`config.mk`:
```
export PLATFORM = sky130hd
export DESIGN_NAME = alu_register_file
export DESIGN_NICKNAME = d
export VERILOG_FILES = /design/src/rtl/alu_register_file.sv
export SDC_FILE = /design/constraint.sdc
export NUM_CORES = 1
export LEC_CHECK = 0
export ABC_CLOCK_PERIOD_IN_PS = 4130
export BUFFER_PORTS_ARGS = -buffer_cell sky130_fd_sc_hd__buf_2
export CORE_MARGIN = 2
export CORE_UTILIZATION = 25
export CTS_CLUSTER_SIZE = 30
export DETAILED_ROUTE_END_ITERATION = 6
export SLEW_MARGIN = 20
export SYNTH_ARGS = -nofsm -noshare
export SYNTH_HDL_FRONTEND = slang
export SYNTH_SLANG_ARGS = --single-unit
```
`constraint.sdc`:
```
create_clock -name Clock -period 4.13 [get_ports Clock]
set_input_delay 0.826 -clock Clock [delete_from_list [all_inputs] [get_ports Clock]]
set_output_delay 0.826 -clock Clock [all_outputs]
set_load 0.01 [all_outputs]
```
`src/rtl/alu_register_file.sv`:
```
// Eight-entry operand register file (R1-R4, S1-S4) for the 16-bit ALU.
// Optional macro REGFILE_SATURATE_EN makes the increment and decrement operations saturate.
module alu_register_file #(
    parameter int unsigned       DATA_W  = 16,
    parameter logic [DATA_W-1:0] RST_VAL = '0
) (
    input  logic              Clock,
    input  logic              Reset,
    input  logic [DATA_W-1:0] I,
    input  logic [2:0]        FunSel,
    input  logic [3:0]        RegSel,
    input  logic [3:0]        ScrSel,
    input  logic [2:0]        OutASel,
    input  logic [2:0]        OutBSel,
    output logic [DATA_W-1:0] OutA,
    output logic [DATA_W-1:0] OutB
);

    localparam int unsigned       Half = DATA_W / 2;
    localparam logic [DATA_W-1:0] One  = DATA_W'(1);

    logic [DATA_W-1:0] regs_q [8];
    logic [DATA_W-1:0] regs_d [8];
    logic [7:0]        wr_en;

    // Index 0-3 = R1-R4, 4-7 = S1-S4; the select buses list R1/S1 in their MSB.
    assign wr_en = {ScrSel[0], ScrSel[1], ScrSel[2], ScrSel[3],
                    RegSel[0], RegSel[1], RegSel[2], RegSel[3]};

    function automatic logic [DATA_W-1:0] micro_op(input logic [DATA_W-1:0] cur,
                                                    input logic [DATA_W-1:0] din,
                                                    input logic [2:0]        fs);
        logic [DATA_W-1:0] res;
        res = cur;
        unique case (fs)
`ifdef REGFILE_SATURATE_EN
            3'b000: res = (cur == '0) ? cur : cur - One;
            3'b001: res = (cur == '1) ? cur : cur + One;
`else
            3'b000: res = cur - One;
            3'b001: res = cur + One;
`endif
            3'b010: res = din;
            3'b011: res = '0;
            3'b100: res = {{Half{1'b0}}, din[Half-1:0]};
            3'b101: res = {cur[DATA_W-1:Half], din[Half-1:0]};
            3'b110: res = {din[Half-1:0], cur[Half-1:0]};
            3'b111: res = {{Half{din[Half-1]}}, din[Half-1:0]};
        endcase
        return res;
    endfunction

    always_comb begin
        for (int k = 0; k < 8; k++) begin
            regs_d[k] = regs_q[k];
            if (wr_en[k]) begin
                regs_d[k] = micro_op(regs_q[k], I, FunSel);
            end
        end
    end

    always_ff @(posedge Clock or negedge Reset) begin
        if (!Reset) begin
            for (int k = 0; k < 8; k++) begin
                regs_q[k] <= RST_VAL;
            end
        end else begin
            for (int k = 0; k < 8; k++) begin
                regs_q[k] <= regs_d[k];
            end
        end
    end

    // No write bypass: reads always reflect pre-edge state.
    assign OutA = regs_q[OutASel];
    assign OutB = regs_q[OutBSel];

endmodule
```
==> results of run 1 <==
through the flow:
| stage | hold slack (ns) | util | worst slack, ns | cells | instance area (um^2) |
|---|---|---|---|---|---|
| 2_1_floorplan | 0.4950 | - | 0.04891 | 1460 | 12950 |
| 3_3_place_gp | 0.5151 | 0.2755 | 0.2870 | 2160 | 14100 |
| 3_5_place_dp | 0.5318 | 0.2755 | 0.2659 | 2160 | 14100 |
| 4_1_cts | 0.3881 | 0.2877 | 0.7149 | 2191 | 14730 |
| 5_1_grt | 0.3993 | 0.2877 | 0.4637 | 2191 | 14730 |
| 6_report | 0.3625 | 0.2877 | 0.6774 | 2191 | 14730 |
per-layer routing:
metal	global-route usage	wire length (um)	share of wire	vias up
met3	0.02682	2714	0.063	53
met4	0.04335	850	0.020	0
met1	0.2374	20670	0.48	5672
met2	0.2507	19080	0.44	412
met5	0	0	0	-
li1	-	-	-	5550
power by group through the flow:
stage | Sequential [mW] | Clock (mW) | Combinational (mW)
after floorplan | 1.76 | 0 | 2.88
after global placement | 1.91 | 0 | 3.62
after detailed placement | 1.93 | 0 | 3.69
after CTS | 1.90 | 1.70 | 3.72
after global routing | 1.95 | 1.74 | 4.18
final | 1.91 | 1.68 | 3.76
final cells by class:
type / count / area (um^2)
fill: 5314 / 36470
clock buffer: 18 / 439.2
clock inverter: 13 / 186.4
tap: 680 / 850.8
sequential: 128 / 3203
timing repair buffer: 90 / 566.8
inverter: 46 / 176.4
multi-input combinational: 1216 / 9306
cells in the mapped netlist, drive strengths merged, types with 12 or more instances:
library cell	instances	area [um^2]
buf	18	76.32
nand3	17	85.08
o221ai	20	175.2
xnor2	55	481.7
nor3	26	130.1
mux2	37	416.7
o31ai	18	150.2
a21oi	182	910.9
a21o	31	232.7
nand2	135	506.7
ha	123	1539
dfrtp	128	3203
and2	15	93.84
o21ai	141	705.7
xor2	36	315.3
nor2b	21	131.4
clkbuf	52	195.2
nor2	100	375.4
mux4	64	1441
o21a	18	135.1
inv	46	172.7
nand2b	23	143.9
mux2i	12	120.1
a31oi	19	125.1
cell families after synthesis:
kind of cell | Yosys count
mux | 113
compound gates | 509
simple gates | 372
flops | 128
xor+xnor | 91
fa+ha+maj | 131
buf+inv | 116
worst min path at each step:
stage | to | startpoint | slack [ns]
after floorplan | regs_q[24]$_DFFE_PN0P_ | regs_q[24]$_DFFE_PN0P_ | 0.50
after global placement | regs_q[56]$_DFFE_PN0P_ | regs_q[56]$_DFFE_PN0P_ | 0.52
after detailed placement | regs_q[57]$_DFFE_PN0P_ | regs_q[57]$_DFFE_PN0P_ | 0.53
after CTS | regs_q[31]$_DFFE_PN0P_ | Reset | 0.39
after global routing | regs_q[31]$_DFFE_PN0P_ | Reset | 0.40
final | regs_q[13]$_DFFE_PN0P_ | Reset | 0.36
==> flow_summary.json, run 1 <==
{
  "rows": 83,
  "maxCapViolations": 0,
  "sum_of_buffers_and_inverters_on_the_critical_path": 2,
  "initialDrtViolationCount": 1093,
  "drt-pass1-iter-count": 7,
  "timing.critical_path.from_type": "primary input",
  "synth-seq-cells": 128,
  "synth_enable_flop_cells": 0,
  "power_mw": 7.352,
  "design.core.area_um2": 51200,
  "finalWeightedCongestion": 0.9000,
  "worst_hold_path_class": "primary input to async pin",
  "unrepaired_setup_endpoints_after_global_routing": "no",
  "synth-adder-area-share": 0.1314,
  "worst_case_headroom_to_the_max_slew_limit": 0.2748,
  "rrSetupSlack_ns": 1.29,
  "final_common_cell": "sky130_fd_sc_hd__a21oi_1",
  "post_synth_inst_count": 1460,
  "path_clk_slew_ns": 0.07,
  "timing.setup.tns_ns": 0,
  "cts_root_buf": "sky130_fd_sc_hd__clkbuf_16",
  "p_int_mw": 4.284,
  "area_growth_syn_to_layout_pct": 13.92,
  "part_of_the_cycle_the_worst_path_needs": 0.8360,
  "drt_wl_total_mm": 43.31,
  "drc_errors": 2,
  "largest_registers": "regs_q: 128 flops",
  "clock_tree.buffer_depth": 2,
  "floorplan.initialDensity": 0.2525,
  "drive_gt1_frac": 0.1542,
  "violated_checks": "DRC",
  "max_clock_freq_mhz": 289.6,
  "via_per_inst": 5.334,
  "cts-buffers-inserted": 17,
  "postSynth.asyncResetShare": 1.000,
  "worstReg2RegEnd": "regs_q[61]$_DFFE_PN0P_",
  "antenna_cells_inserted": 0,
  "synth-warning-count": 0,
  "die_h_um": 231.4,
  "synth_flop_cell": "sky130_fd_sc_hd__dfrtp_1",
  "top_register": "regs_q",
  "critical-path-top-cell-by-count": "sky130_fd_sc_hd__a31oi_1",
  "cellLeakagePower_nw": 6.071,
  "synth_xor_xnor_area_share": 0.06164,
  "timing.critical_path.to_type": "flip-flop",
  "power-per-cell-area_nw_per_um2": 499.2,
  "grt_max_degree": 71,
  "cts_hold_buf": 0,
  "critical_path.cell_chain": "buf_2 > nor2_4 > nand2_8 > clkinvlp_4 > fa_1 > nand3b_1 > a31oi_1 > or2_1 > o31ai_2 > o31ai_1 > a2111oi_0 > a31oi_1 > a31oi_1",
  "gr-total-overflow": 0,
  "timing_worst_slew_pin_value_ns": 1.088,
  "power.net_switching_mw": 3.068,
  "slew_violations": 0,
  "routedWlPerCell_um": 19.77,
  "finalSetupViolCount": 0,
  "grt_antenna_before_repair": 2,
  "layout.cells.most_common_list": "sky130_fd_sc_hd__a21oi_1, sky130_fd_sc_hd__nand2_1, sky130_fd_sc_hd__dfrtp_1, sky130_fd_sc_hd__ha_1, sky130_fd_sc_hd__nor2_1",
  "fin_crit_ns": 3.453,
  "chipWidth_um": 231.4,
  "netlist-cell-type-count": 67,
  "clock_sinks": 128,
  "largest_register_ff_count": 128,
  "power_switching_share": 0.4172,
  "path_delay_family": "compound AO/OA/AOI/OAI gates",
  "yosys.area_share.simple": 0.1321,
  "worst-setup-path-type": "primary input to flip-flop",
  "worst_clock_skew_ns": 0.01619,
  "status": "finished with violations",
  "grt_pass1_vias": 11346,
  "setup.worst_path.start": "FunSel[2]",
  "critPathCapture": "regs_q[108]$_DFFE_PN0P_",
  "combinational_family_with_the_most_area_after_synthesis": "compound AO/OA/AOI/OAI gates",
  "cp.arrival_ns": 3.73,
  "report.final.hold_viol_count": 0,
  "r2r_cells": 9,
  "design.portCount": 67,
  "post_synth.cell_area_avg_um2": 8.856,
  "dp_hpwl_mm": 32.34,
  "syn-num-nets": 1626,
  "combPwrFrac": 0.511,
  "worst-path-max-fanout": 33,
  "cts_tree": "yes",
  "yosysSeqAreaShare": 0.2477,
  "htree_num_levels": 4,
  "cts_resized": 0,
  "timing.critical_path.slowest_cell_delay_ns": 0.51,
  "area_enclosed_by_the_die_boundary_um2": 53560,
  "final_antenna_net_count": 0,
  "cts_setup_buffers": 0,
  "max-vdd-ir-drop_uv": 274.2,
  "nets": 1665,
  "post_synthesis_compound_gate_area_fraction": 0.2398,
  "worstPathRequired_ns": 4.40,
  "wire_length_of_the_first_global_routing_pass_mm": 68.16,
  "port-buffer-count": 66,
  "multiplexer_fraction_of_the_synthesized_cell_area": 0.1530,
  "power.share.sequential": 0.260,
  "vias": 11687,
  "synth_area_um2": 12930,
  "clock_power_share": 0.229,
  "grt.total_usage": 0.1638,
  "clk-insertion-delay-late_ns": 0.44,
  "critical-path-slowest-cell": "sky130_fd_sc_hd__fa_1",
  "worstReg2RegStart": "regs_q[50]$_DFFE_PN0P_",
  "cp_num_cells": 13
}
(Power assumes the default switching activity.)
==> run 2: changes to the inputs <==
--- a/config.mk
+++ b/config.mk
@@ -5,7 +5,7 @@
 export SDC_FILE = /design/constraint.sdc
 export NUM_CORES = 1
 export LEC_CHECK = 0
-export ABC_CLOCK_PERIOD_IN_PS = 4130
+export ABC_CLOCK_PERIOD_IN_PS = 3000
 export BUFFER_PORTS_ARGS = -buffer_cell sky130_fd_sc_hd__buf_2
 export CORE_MARGIN = 2
 export CORE_UTILIZATION = 25
==> constraint.sdc (replaced) <==
create_clock -name Clock -period 3 [get_ports Clock]
set_input_delay 0.6 -clock Clock [delete_from_list [all_inputs] [get_ports Clock]]
set_output_delay 0.6 -clock Clock [all_outputs]
set_load 0.01 [all_outputs]
==> run 2 against run 1 <==
The run now ends clean. Die area unchanged. Non-clock buffer count up 175. Register-to-register slack worse by 0.98 ns. Clock power up 24%. Cell area up 10%. Cell count up 8.0%. Sequential power up 38%.
==> flow_summary.json, run 2 (same netlist as run 1, synthesis figures left out) <==
{
  "status": "complete, no violations",
  "unrepaired_setup_endpoints_after_global_routing": "yes",
  "final_antenna_net_count": 0,
  "drt-pass1-iter-count": 5,
  "timing.critical_path.from_type": "primary input",
  "layout.cells.most_common_list": "sky130_fd_sc_hd__buf_4, sky130_fd_sc_hd__a21oi_1, sky130_fd_sc_hd__nand2_1, sky130_fd_sc_hd__dfrtp_1, sky130_fd_sc_hd__ha_1",
  "worst-path-max-fanout": 29,
  "design.core.area_um2": 51200,
  "dp_hpwl_mm": 35.81,
  "cts_hold_buf": 0,
  "worst-setup-path-type": "primary input to flip-flop",
  "part_of_the_cycle_the_worst_path_needs": 0.9621,
  "top_register": "regs_q",
  "grt_max_degree": 64,
  "worstReg2RegStart": "regs_q[49]$_DFFE_PN0P_",
  "die_h_um": 231.4,
  "timing.critical_path.to_type": "flip-flop",
  "cts_tree": "yes",
  "dpl_cell_area_um2": 15560,
  "floorplan.initialDensity": 0.2525,
  "ff_latch_area_um2": 3203,
  "htree_num_levels": 4,
  "slew_violations": 0,
  "port-buffer-count": 66,
  "path_clk_slew_ns": 0.06,
  "clock_tree.buffer_depth": 2,
  "grt_pass1_vias": 12218,
  "routedWlPerCell_um": 19.18,
  "max-vdd-ir-drop_uv": 412.1,
  "setup.worst_path.start": "FunSel[1]",
  "design.portCount": 67,
  "clock_sinks": 128,
  "drc_errors": 0,
  "cellLeakagePower_nw": 6.930,
  "cp.arrival_ns": 3.23,
  "cts_root_buf": "sky130_fd_sc_hd__clkbuf_16",
  "initialDrtViolationCount": 993,
  "maxCapViolations": 0,
  "finalSetupViolCount": 0,
  "worst_hold_path_class": "primary input to async pin",
  "worst_clock_skew_ns": 0.01317,
  "multiInputGateArea_um2": 9488,
  "power-per-cell-area_nw_per_um2": 666.1,
  "max_clock_freq_mhz": 346.5,
  "chipWidth_um": 231.4,
  "grt.total_usage": 0.1703,
  "vias": 12402,
  "timing_worst_slew_pin_value_ns": 0.8532,
  "via_per_inst": 5.240,
  "largest_register_ff_count": 128,
  "grt_antenna_before_repair": 1,
  "postLayoutCoreUtil": 0.3166,
  "nets": 1840,
  "final_common_cell": "sky130_fd_sc_hd__buf_4",
  "antenna_cells_inserted": 0,
  "worst_case_headroom_to_the_max_slew_limit": 0.4312,
  "area_growth_syn_to_layout_pct": 25.36,
  "cts-buffers-inserted": 17,
  "drive_gt1_frac": 0.2638,
  "rows": 83,
  "worstPathRequired_ns": 3.35,
  "wire_length_of_the_first_global_routing_pass_mm": 71.08,
  "largest_registers": "regs_q: 128 flops",
  "fillerInstances": 5265,
  "gr-total-overflow": 0,
  "clk-insertion-delay-late_ns": 0.43,
  "final_design_area_no_fill_um2": 16210,
  "fin_crit_ns": 2.886,
  "report.final.hold_viol_count": 0,
  "drt_wl_total_mm": 45.39,
  "finalWeightedCongestion": 0.9047,
  "area_enclosed_by_the_die_boundary_um2": 53560
}
run 2: cell type report:
| cell class | instances | area share |
|---|---|---|
| repair buffers | 265 | 0.1183 |
| clock buffers | 18 | 0.02648 |
| inverters | 46 | 0.01088 |
| well taps | 680 | 0.05249 |
| multi-input cells | 1216 | 0.5853 |
| clock inverters | 14 | 0.008877 |
| flip-flops and latches | 128 | 0.1976 |
run 2: power breakdown:
part           internal (mW)  switching [mW]
sequential              2.10           0.549
clock                   1.22           0.874
combinational           3.01            3.05
run 2: path summary, 6_finish.rpt:
check	slack, ns	to	cells after the start
worst max-delay path	0.11	regs_q[75]$_DFFE_PN0P_	15
worst min-delay path	0.05	regs_q[29]$_DFFE_PN0P_	1
worst max register to register	0.31	regs_q[61]$_DFFE_PN0P_	9
worst min register to register	0.54	regs_q[105]$_DFFE_PN0P_	2
max in group asynchronous	2.09	regs_q[70]$_DFFE_PN0P_	2
min in group Clock	0.51	regs_q[122]$_DFFE_PN0P_	3
run 2: metal layers:
layer	track usage	wire (um)
met1	0.2471	21910
met2	0.2529	19300
met3	0.03506	3116
met5	0	0
met4	0.04919	1061
run 2: critical path, stage by stage:
cell                       delay, ns
sky130_fd_sc_hd__buf_2          0.12
sky130_fd_sc_hd__nor2_4         0.17
sky130_fd_sc_hd__nand2_8        0.15
sky130_fd_sc_hd__buf_12         0.20
sky130_fd_sc_hd__ha_1           0.30
sky130_fd_sc_hd__a21o_1         0.19
sky130_fd_sc_hd__a21oi_1        0.14
sky130_fd_sc_hd__buf_4          0.14
sky130_fd_sc_hd__o211ai_1       0.11
sky130_fd_sc_hd__and3_1         0.22
sky130_fd_sc_hd__o31ai_2        0.18
sky130_fd_sc_hd__buf_4          0.18
sky130_fd_sc_hd__mux2i_1        0.20
sky130_fd_sc_hd__o21ai_1        0.10
sky130_fd_sc_hd__a31oi_1        0.20
run 2: what timing repair did:
action,in CTS,in global routing
buffers inserted,0,3
resized for setup,0,9
setup endpoints to repair,0,15
hold endpoints to repair,0,0
run 2: per-stage QoR:
stage	hold WS [ns]	worst slack, ns	power [mW]	setup TNS, ns	cells
finish	0.04824	0.1136	10.80	0	2367
detailed placement	0.5074	-0.3540	8.568	-8.766	2332
global placement	0.5082	-0.3324	8.427	-7.428	2332
global route	0.05795	-0.05583	11.55	-0.1019	2367
floorplan	0.3044	-0.4789	6.500	-12.83	1460
CTS	0.05194	0.06988	10.70	0	2364
